**config.mk**
```make
export PLATFORM = sky130hd
export DESIGN_NAME = demux_1x8_capture
export DESIGN_NICKNAME = d
export VERILOG_FILES = /design/src/rtl/demux_1x8_capture.sv
export SDC_FILE = /design/constraint.sdc
export NUM_CORES = 1
export LEC_CHECK = 0
export BUFFER_PORTS_ARGS = -buffer_cell sky130_fd_sc_hd__buf_2
export CAP_MARGIN = 10
export CORE_MARGIN = 4
export CORE_UTILIZATION = 50
export DETAILED_ROUTE_END_ITERATION = 8
export GPL_TIMING_DRIVEN = 1
export PLACE_DENSITY_LB_ADDON = 0.05
export SYNTH_ARGS = -nofsm -noshare
export SYNTH_HDL_FRONTEND = slang
export SYNTH_SLANG_ARGS = --single-unit
```
**constraint.sdc**
```tcl
create_clock -name clk -period 1.9 [get_ports clk]
set_input_delay 0.38 -clock clk [delete_from_list [all_inputs] [get_ports clk]]
set_output_delay 0.38 -clock clk [all_outputs]
set_load 0.02 [all_outputs]
```
**src/rtl/demux_1x8_capture.sv**
```systemverilog
// Serial-to-parallel receiver for mux_8X1 scan-out: steers din into one bit of
// an 8-bit word, either by an external select or by an LSB-first sequencer.
module demux_1x8_capture (
  input  logic       clk,
  input  logic       rst,
  input  logic       enable,
  input  logic       din,
  input  logic [2:0] sel,
  input  logic       mode,
  input  logic       start,
  output logic [7:0] a,
  output logic [2:0] cnt,
  output logic       busy,
  output logic       valid
);

  typedef enum logic {
    IDLE    = 1'b0,
    CAPTURE = 1'b1
  } state_t;

  state_t     state_r;
  logic [7:0] a_r;
  logic [2:0] cnt_r;
  logic       busy_r;
  logic       valid_r;

  // Capture FSM and all registered outputs; valid is a single-cycle pulse.
  always_ff @(posedge clk or posedge rst) begin
    if (rst) begin
      state_r <= IDLE;
      a_r     <= 8'h00;
      cnt_r   <= 3'd0;
      busy_r  <= 1'b0;
      valid_r <= 1'b0;
    end else begin
      valid_r <= 1'b0;
      if (!mode) begin
        // Direct mode; leaving auto mode mid-word aborts the sequencer.
        state_r <= IDLE;
        busy_r  <= 1'b0;
        if (state_r == CAPTURE) begin
          cnt_r <= 3'd0;
        end else begin
          cnt_r <= cnt_r;
        end
        if (enable) begin
          a_r[sel] <= din;
        end else begin
          a_r <= a_r;
        end
      end else begin
        case (state_r)
          IDLE: begin
            if (start) begin
              a_r     <= 8'h00;
              cnt_r   <= 3'd0;
              state_r <= CAPTURE;
              busy_r  <= 1'b1;
            end else begin
              state_r <= IDLE;
              busy_r  <= 1'b0;
            end
          end
          CAPTURE: begin
            if (start) begin
              // Restart wins over capture; din is dropped on this edge.
              a_r     <= 8'h00;
              cnt_r   <= 3'd0;
              state_r <= CAPTURE;
              busy_r  <= 1'b1;
            end else if (enable) begin
              a_r[cnt_r] <= din;
              cnt_r      <= cnt_r + 3'd1;
              if (cnt_r == 3'd7) begin
                valid_r <= 1'b1;
                state_r <= IDLE;
                busy_r  <= 1'b0;
              end else begin
                state_r <= CAPTURE;
                busy_r  <= 1'b1;
              end
            end else begin
              state_r <= CAPTURE;
              busy_r  <= 1'b1;
            end
          end
          default: begin
            state_r <= IDLE;
            cnt_r   <= 3'd0;
            busy_r  <= 1'b0;
          end
        endcase
      end
    end
  end

  assign a     = a_r;
  assign cnt   = cnt_r;
  assign busy  = busy_r;
  assign valid = valid_r;

endmodule

```
# After elaboration in Yosys (flattened, before gate mapping)
# Index checks and enable logic that the tools add are counted.
[totals]
wordCells = 49
inputBits = 9
regBits = 13
ramBits = 0
mem_count = 0
rom_bits = 0
latch_bits = 0
[op_classes]
n_bitwise = 1
n_div = 0
n_mux = 29
reduce_logical = 6
order_cmp = 4
eq_ne = 4
shift = 0
multipliers = 0
addsub = 1
[ops]
columns = ["op", "n"]
rows = [
  ["$mux 8", 5],
  ["$bwmux 8", 2],
  ["$pmux 8 s2", 1],
  ["$mux 3", 5],
  ["$mux 1", 12],
  ["$lt 3x4->1 const B", 2],
  ["$demux 1 s3", 2],
  ["$ge 3x1->1 const B", 2],
  ["$ne 3x3->1 const B", 2],
  ["$pmux 3 s2", 1],
  ["$reduce_and 3->1", 2],
  ["$ne 4x4->1 const B", 1],
  ["$reduce_bool 2->1", 2],
  ["$add 3x1->3 const B", 1],
  ["$eq 3x3->1 const B", 1],
  ["$logic_and 1x1->1", 2],
  ["$pmux 1 s2", 1],
  ["$not 1->1", 1],
]

# Logic depth before layout (Yosys ltp)
# Gate-level depths: netlist of run 1.
[depth]
ltp_word = 9
depth_mapped = 5
depth_no_buf = 5

# Worst setup path before layout of run 1
# No wires, ideal clock.
[synth_timing]
kind = "input port to flip-flop"
startpoint = "input sel[0]"
endpoint = "register a_r[0], in the netlist a[0]"
path_buffers = 1
slack_ns = 0.341
arrival_ns = 1.468
stages = 5
cell_sequence = "buf_2 or3b_4 or3_1 o31a_1 o31ai_2"
[synth_via]
elab_chain_len = 7
elab_cells_between_ends = 8
cone_classes = "2 x order compare; 5 x mux; 1 x reduce/logical"
[synth_rtl]
columns = ["item", "line_no", "text"]
rows = [
  ["from (decl)", "8", "input logic [2:0] sel,"],
  ["$lt 3x4->1 (implied by the code) / $ge 3x1->1 (equally long branches)", "48", "a_r[sel] <= din;"],
  ["$logic_and 1x1->1 (implied by the code)", "48", ""],
  ["$mux 1 (implied by the code)", "48", ""],
  ["$demux 1 s3 *", "48", ""],
  ["$bwmux 8 *", "48", ""],
  ["$mux 8 *", "47", "if (enable) begin"],
  ["$mux 8 *", "38", "if (!mode) begin"],
  ["to (signal, indexed assignment)", "48", ""],
  ["to (signal assigned)", "50", "a_r <= a_r;"],
  ["to (signal, indexed assignment)", "73", "a_r[cnt_r] <= din;"],
  ["to (decl)", "23", "logic [7:0] a_r;"],
]
# Every way passes the cells marked *; elsewhere a longest branch is shown, timed or not. The select of a mux whose other input is x is not followed.
# A chain may end at the register's enable or synchronous reset.

==> flow_metrics.py, run 1 <==
metrics = {
    "layout": {
        "fillCellCount": 164,
        "fin_area_um2": 1040,
        "drive_gt1_share_pct": 22.6,
        "mostFrequentLayoutCell": "buf_2",
        "n_antenna_cell": 0,
        "area_growth_syn_to_layout_pct": 12.5,
        "nets": 136,
        "final_cell_mix": "buf_2, dfrtp_1, a31oi_1",
        "instances_no_fill": 149,
        "final_core_util_pct": 60.0,
    },
    "sta": {
        "post-route-period-util_pct": 90.5,
        "setup_viol": 0,
        "period_needed_ns": 1.72,
        "finalSetupTns_ns": 0,
        "slew_headroom_pct": 66.1,
        "drv_slew": 0,
        "hold_viol_final": 0,
        "whs_ns": 0.115,
        "fin_ws_ns": 0.181,
        "fmax_mhz": 582,
        "tightest_slew_ns": 0.508,
        "skew_ns": 0.00435,
        "rsz0062_at_grt": "no",
    },
    "synthesis": {
        "synth_area_per_cell_um2": 8.45,
        "synth_nets": 120,
        "synth-seq-area-share_pct": 35.3,
        "synth_edf_count": 0,
        "syn_area_um2": 921,
        "synth_cell_types": 28,
        "synth.area.top_cells": "dfrtp_1, a31oi_1, mux2_1",
        "synth_async_sr_flop_share_pct": 100,
        "yosys.area.top_type": "dfrtp_1",
        "ys_seq_elements": 13,
        "yosysWarnings": 0,
        "synth_ff_type": "dfrtp_1",
        "syn_inst": 109,
        "synth_top_area_share_pct": 35.3,
    },
    "floorplanning": {
        "die_h_um": 50.9,
        "dieWidth_um": 50.9,
        "row_count": 15,
        "die_area_um2": 2590,
        "core_um2": 1730,
        "initial_utilization_pct": 53.3,
        "num_io_pins": 22,
    },
    "global_route": {
        "use_met1_pct": 26.1,
        "antenna_found_initial": 0,
        "grt_remaining_overflow": 0,
        "grt_use_total_pct": 18.8,
        "grt_max_degree": 18,
        "grt_pass1_vias": 800,
        "grtUsageMet2_pct": 26.6,
        "grt_pass1_wl_um": 3650,
        "use_met3_pct": 3.21,
        "busiest_layer": "met2",
    },
    "clock_network": {
        "cts_made_buffers": 3,
        "cts_root_buf": "clkbuf_4",
        "cts.clk_slew.worst_paths_ns": 0.08,
        "cts_resized": 0,
        "clk_latency_ns": 0.28,
        "clkSinkCount": 13,
        "clockBufferDepth": 2,
        "ctsHoldBuffers": 0,
        "postCtsSetupBuffers": 0,
        "htreeDepth": 1,
        "cts_tree": "yes",
    },
    "route": {
        "vias": 910,
        "wire_per_inst_um": 15.2,
        "antenna_left": 0,
        "vias_per_cell": 6.11,
        "drtPass1Iterations": 5,
        "finalWirelength_um": 2260,
        "drc": 0,
        "drt_first_iter_violations": 42,
    },
    "critical_path": {
        "worstSetupEndpointType": "register",
        "worstPathArrival_ns": 1.88,
        "r2r_end": "a[4]",
        "path_buf_inv": 0,
        "critPathSlowestCell": "dfrtp_1",
        "reg2reg_depth": 4,
        "cpPeakStageDelay_ns": 0.49,
        "crit_type": "register to register",
        "cp.required_ns": 2.06,
        "r2r_start": "busy",
        "startpoint_type": "register",
        "worst-path-max-fanout": 12,
        "reg2reg_slack_ns": 0.18,
        "crit_chain": "nand2b_1 -> a22oi_2 -> nand3b_1 -> mux2_2",
        "critPathTopFamily": "flip-flops",
    },
    "power_and_ir_drop": {
        "swShare_pct": 33.0,
        "peakVddDrop_mv": 0.359,
        "power.net_switching_uw": 211,
        "p_seq_share_pct": 49.2,
        "p_leak_nw": 0.498,
        "clock_power_share_pct": 27.3,
        "comb_power_share_pct": 23.4,
        "power_density_nw_per_um2": 616,
        "p_total_uw": 638,
        "p_int_uw": 427,
    },
    "min_path": {
        "min_path_type": "input pin to asynchronous set/reset pin",
    },
    "placement": {
        "pre_cts_slack_ns": 0.140,
        "place_congestion": 0.865,
        "io_buffers": 21,
        "dp.cells": 145,
        "dp_hpwl_um": 1590,
        "post_dp_cell_area_um2": 1010,
    },
    "run_status": {
        "status": "finished, final reports clean",
    },
    "flow_run": {
        "drv_cap": 0,
    },
}
## cells in the mapped netlist (all sizes together), types with 2 or more instances
| master | instances |
|---|---|
| clkbuf | 7 |
| nand3 | 4 |
| nand2b | 3 |
| mux2 | 7 |
| nor2 | 3 |
| o22ai | 6 |
| o32ai | 2 |
| a2bb2oi | 2 |
| nand3b | 3 |
| a21oi | 2 |
| o21ai | 9 |
| buf | 3 |
| ha | 2 |
| dfrtp | 13 |
| nand2 | 8 |
| inv | 8 |
| a31oi | 12 |
| nor3 | 8 |
## power by group through the flow
stage	clock, mW	combinational [mW]	sequential [mW]
after floorplan	0	0.107	0.320
after global placement	0	0.147	0.319
after detailed placement	0	0.148	0.319
after CTS	0.183	0.149	0.313
after global routing	0.194	0.164	0.317
final	0.174	0.149	0.314
## worst register-to-register path, cell delays in order, from the launching register on
cell and delay, ns:
dfrtp_1 0.49, nand2b_1 0.20, a22oi_2 0.40, nand3b_1 0.19, mux2_2 0.33
## sequential cells by signal, summed over array words and instances, names as in the netlist
register,flops
a,8
cnt,3
busy,1
valid,1
## how the worst max path moves through the flow
stage	depth (start not counted)	to	from	slack (ns)
after floorplan	5	a[0]	sel[0]	0.34
after global placement	5	a[4]	mode	0.17
after detailed placement	5	a[4]	mode	0.14
after CTS	4	a[4]	busy	0.21
after global routing	4	a[4]	busy	0.09
final	4	a[4]	busy	0.18
## cells by family (layout without fill, tap and decap cells)
kind of cell	count (synthesis)	after routing	share of synthesized area [%]
compound gates	36	36	25.7
mux	7	7	8.56
simple gates	33	33	19.3
flops	13	13	35.3
fa+ha+maj	2	2	2.72
buf+inv	18	33	8.42
## routing by layer
metal  share of wire, %  wire length [µm]  up-vias
met4               0.93                21        0
met3                7.1               160        4
met2                 45              1020       46
met1                 47              1050      422
met5                  0                 0        -
li1                   -                 -      438
## cell type report
class | count | area (µm²) | area share (%)
sequential | 13 | 325 | 31.4
timing repair buffer | 21 | 105 | 10.1
inverter | 8 | 30.0 | 2.90
multi-input combinational | 78 | 518 | 50.0
tap | 25 | 31.3 | 3.02
clock buffer | 4 | 26.3 | 2.54
No activity file was read; power rests on OpenSTA's default activity.
==> run 2, diff against run 1 <==
ABC_AREA = 0   (was not set)
CORE_MARGIN = 8   (was 4)
==> run 2 against run 1 <==
Compared with the run above: first-iteration DRC count is 9.5% lower; core utilization did not move; combinational power about the same; critical path type unchanged; sequential share of layout area unchanged; die area up 34%; non-clock buffer count unchanged; final cell count is the same.
==> flow_metrics.py, run 2 (synthesis gave the netlist of run 1 again) <==
metrics = {
    "global_route": {
        "grt_use_total_pct": 14.3,
        "antenna_found_initial": 0,
        "grt_pass1_vias": 848,
        "grt_remaining_overflow": 0,
        "grt_pass1_wl_um": 3870,
        "grt_max_degree": 18,
    },
    "power_and_ir_drop": {
        "power_density_nw_per_um2": 616,
        "p_leak_nw": 0.498,
        "peakVddDrop_mv": 0.388,
    },
    "layout": {
        "nets": 136,
        "area_growth_syn_to_layout_pct": 12.5,
        "fin_area_um2": 1040,
        "mostFrequentLayoutCell": "buf_2",
        "drive_gt1_share_pct": 22.6,
        "final_cell_mix": "buf_2, dfrtp_1, a31oi_1",
        "n_antenna_cell": 0,
        "largest_register_ffs": 8,
    },
    "route": {
        "vias": 897,
        "drc": 0,
        "wire_per_inst_um": 15.7,
        "finalWirelength_um": 2330,
        "drtPass1Iterations": 4,
        "antenna_left": 0,
        "drt_first_iter_violations": 38,
        "vias_per_cell": 6.02,
    },
    "floorplanning": {
        "initial_utilization_pct": 53.3,
        "die_area_um2": 3470,
        "row_count": 15,
        "dieWidth_um": 58.9,
        "num_io_pins": 22,
        "die_h_um": 58.9,
        "core_um2": 1730,
    },
    "sta": {
        "finalSetupTns_ns": 0,
        "whs_ns": 0.112,
        "drv_slew": 0,
        "setup_viol": 0,
        "rsz0062_at_grt": "no",
        "hold_viol_final": 0,
        "tightest_slew_ns": 0.509,
        "skew_ns": 0.00456,
        "slew_headroom_pct": 66.0,
        "post-route-period-util_pct": 89.6,
        "period_needed_ns": 1.70,
        "fin_ws_ns": 0.198,
        "fmax_mhz": 587,
    },
    "clock_network": {
        "clk_latency_ns": 0.28,
        "cts_made_buffers": 3,
        "postCtsSetupBuffers": 0,
        "cts_root_buf": "clkbuf_4",
        "htreeDepth": 1,
        "cts_resized": 0,
        "ctsHoldBuffers": 0,
        "cts_tree": "yes",
        "clockBufferDepth": 2,
        "clkSinkCount": 13,
        "cts.clk_slew.worst_paths_ns": 0.08,
    },
    "critical_path": {
        "crit_type": "register to register",
        "startpoint_type": "register",
        "crit_chain": "nand2b_1 -> a22oi_2 -> nand3b_1 -> mux2_2",
        "worst-path-max-fanout": 12,
        "critPathSlowestCell": "dfrtp_1",
        "worstPathArrival_ns": 1.87,
        "worstSetupEndpointType": "register",
        "cp.required_ns": 2.07,
        "reg2reg_slack_ns": 0.20,
        "cpPeakStageDelay_ns": 0.49,
    },
    "placement": {
        "dp_hpwl_um": 1690,
        "pre_cts_slack_ns": 0.138,
        "place_congestion": 0.923,
        "io_buffers": 21,
        "post_dp_cell_area_um2": 1010,
    },
    "flow_run": {
        "drv_cap": 0,
    },
    "run_status": {
        "status": "finished, final reports clean",
    },
    "min_path": {
        "min_path_type": "input pin to asynchronous set/reset pin",
    },
}
run 2: cell counts in the layout (fill, tap and decap cells not counted):
No cell type changed its count.
run 2: routing by layer:
layer	routed length (µm)	up-vias	share of wire, %	track usage, %
li1	-	438	-	-
met1	1050	411	45	18.7
met2	1030	43	44	20.4
met3	217	5	9.3	5.00
met4	37	0	1.6	6.48
met5	0	-	0	0
run 2: worst max-delay path, delay by kind of cell (launching register included):
kind            cells  cell delay (ns)
simple gates        2             0.38
compound gates      1             0.39
mux                 1             0.33
flops               1             0.49
run 2: final timing paths:
kind                       cells past startpoint     end  start
setup / recovery                               4    a[4]   busy
hold / removal                                 2    a[6]    rst
setup reg to reg                               4    a[4]   busy
hold reg to reg                                1    a[2]   a[2]
max in group asynchronous                      2    a[0]    rst
min in group clk                               2  cnt[1]  start
run 2: area by class of cell:
class,count,area [µm²]
clock buffers,4,26.3
flip-flops and latches,13,325
fillers,160,691
repair buffers,21,105
multi-input cells,78,518
inverters,8,30.0
well taps,25,31.3
run 2: metrics by stage:
stage                     total power [mW]  cells  util (%)
after CTS                            0.643    149      60.0
after global placement               0.467    145      58.5
after global routing                 0.679    149      60.0
final                                0.638    149      60.0
after floorplan                      0.427    109         -
after detailed placement             0.468    145      58.5
run 2: power breakdown:
part	switching, mW	internal [mW]	leakage [nW]
combinational	0.0926	0.0565	0.304
sequential	0.0242	0.289	0.178
clock	0.0944	0.0814	0.0150
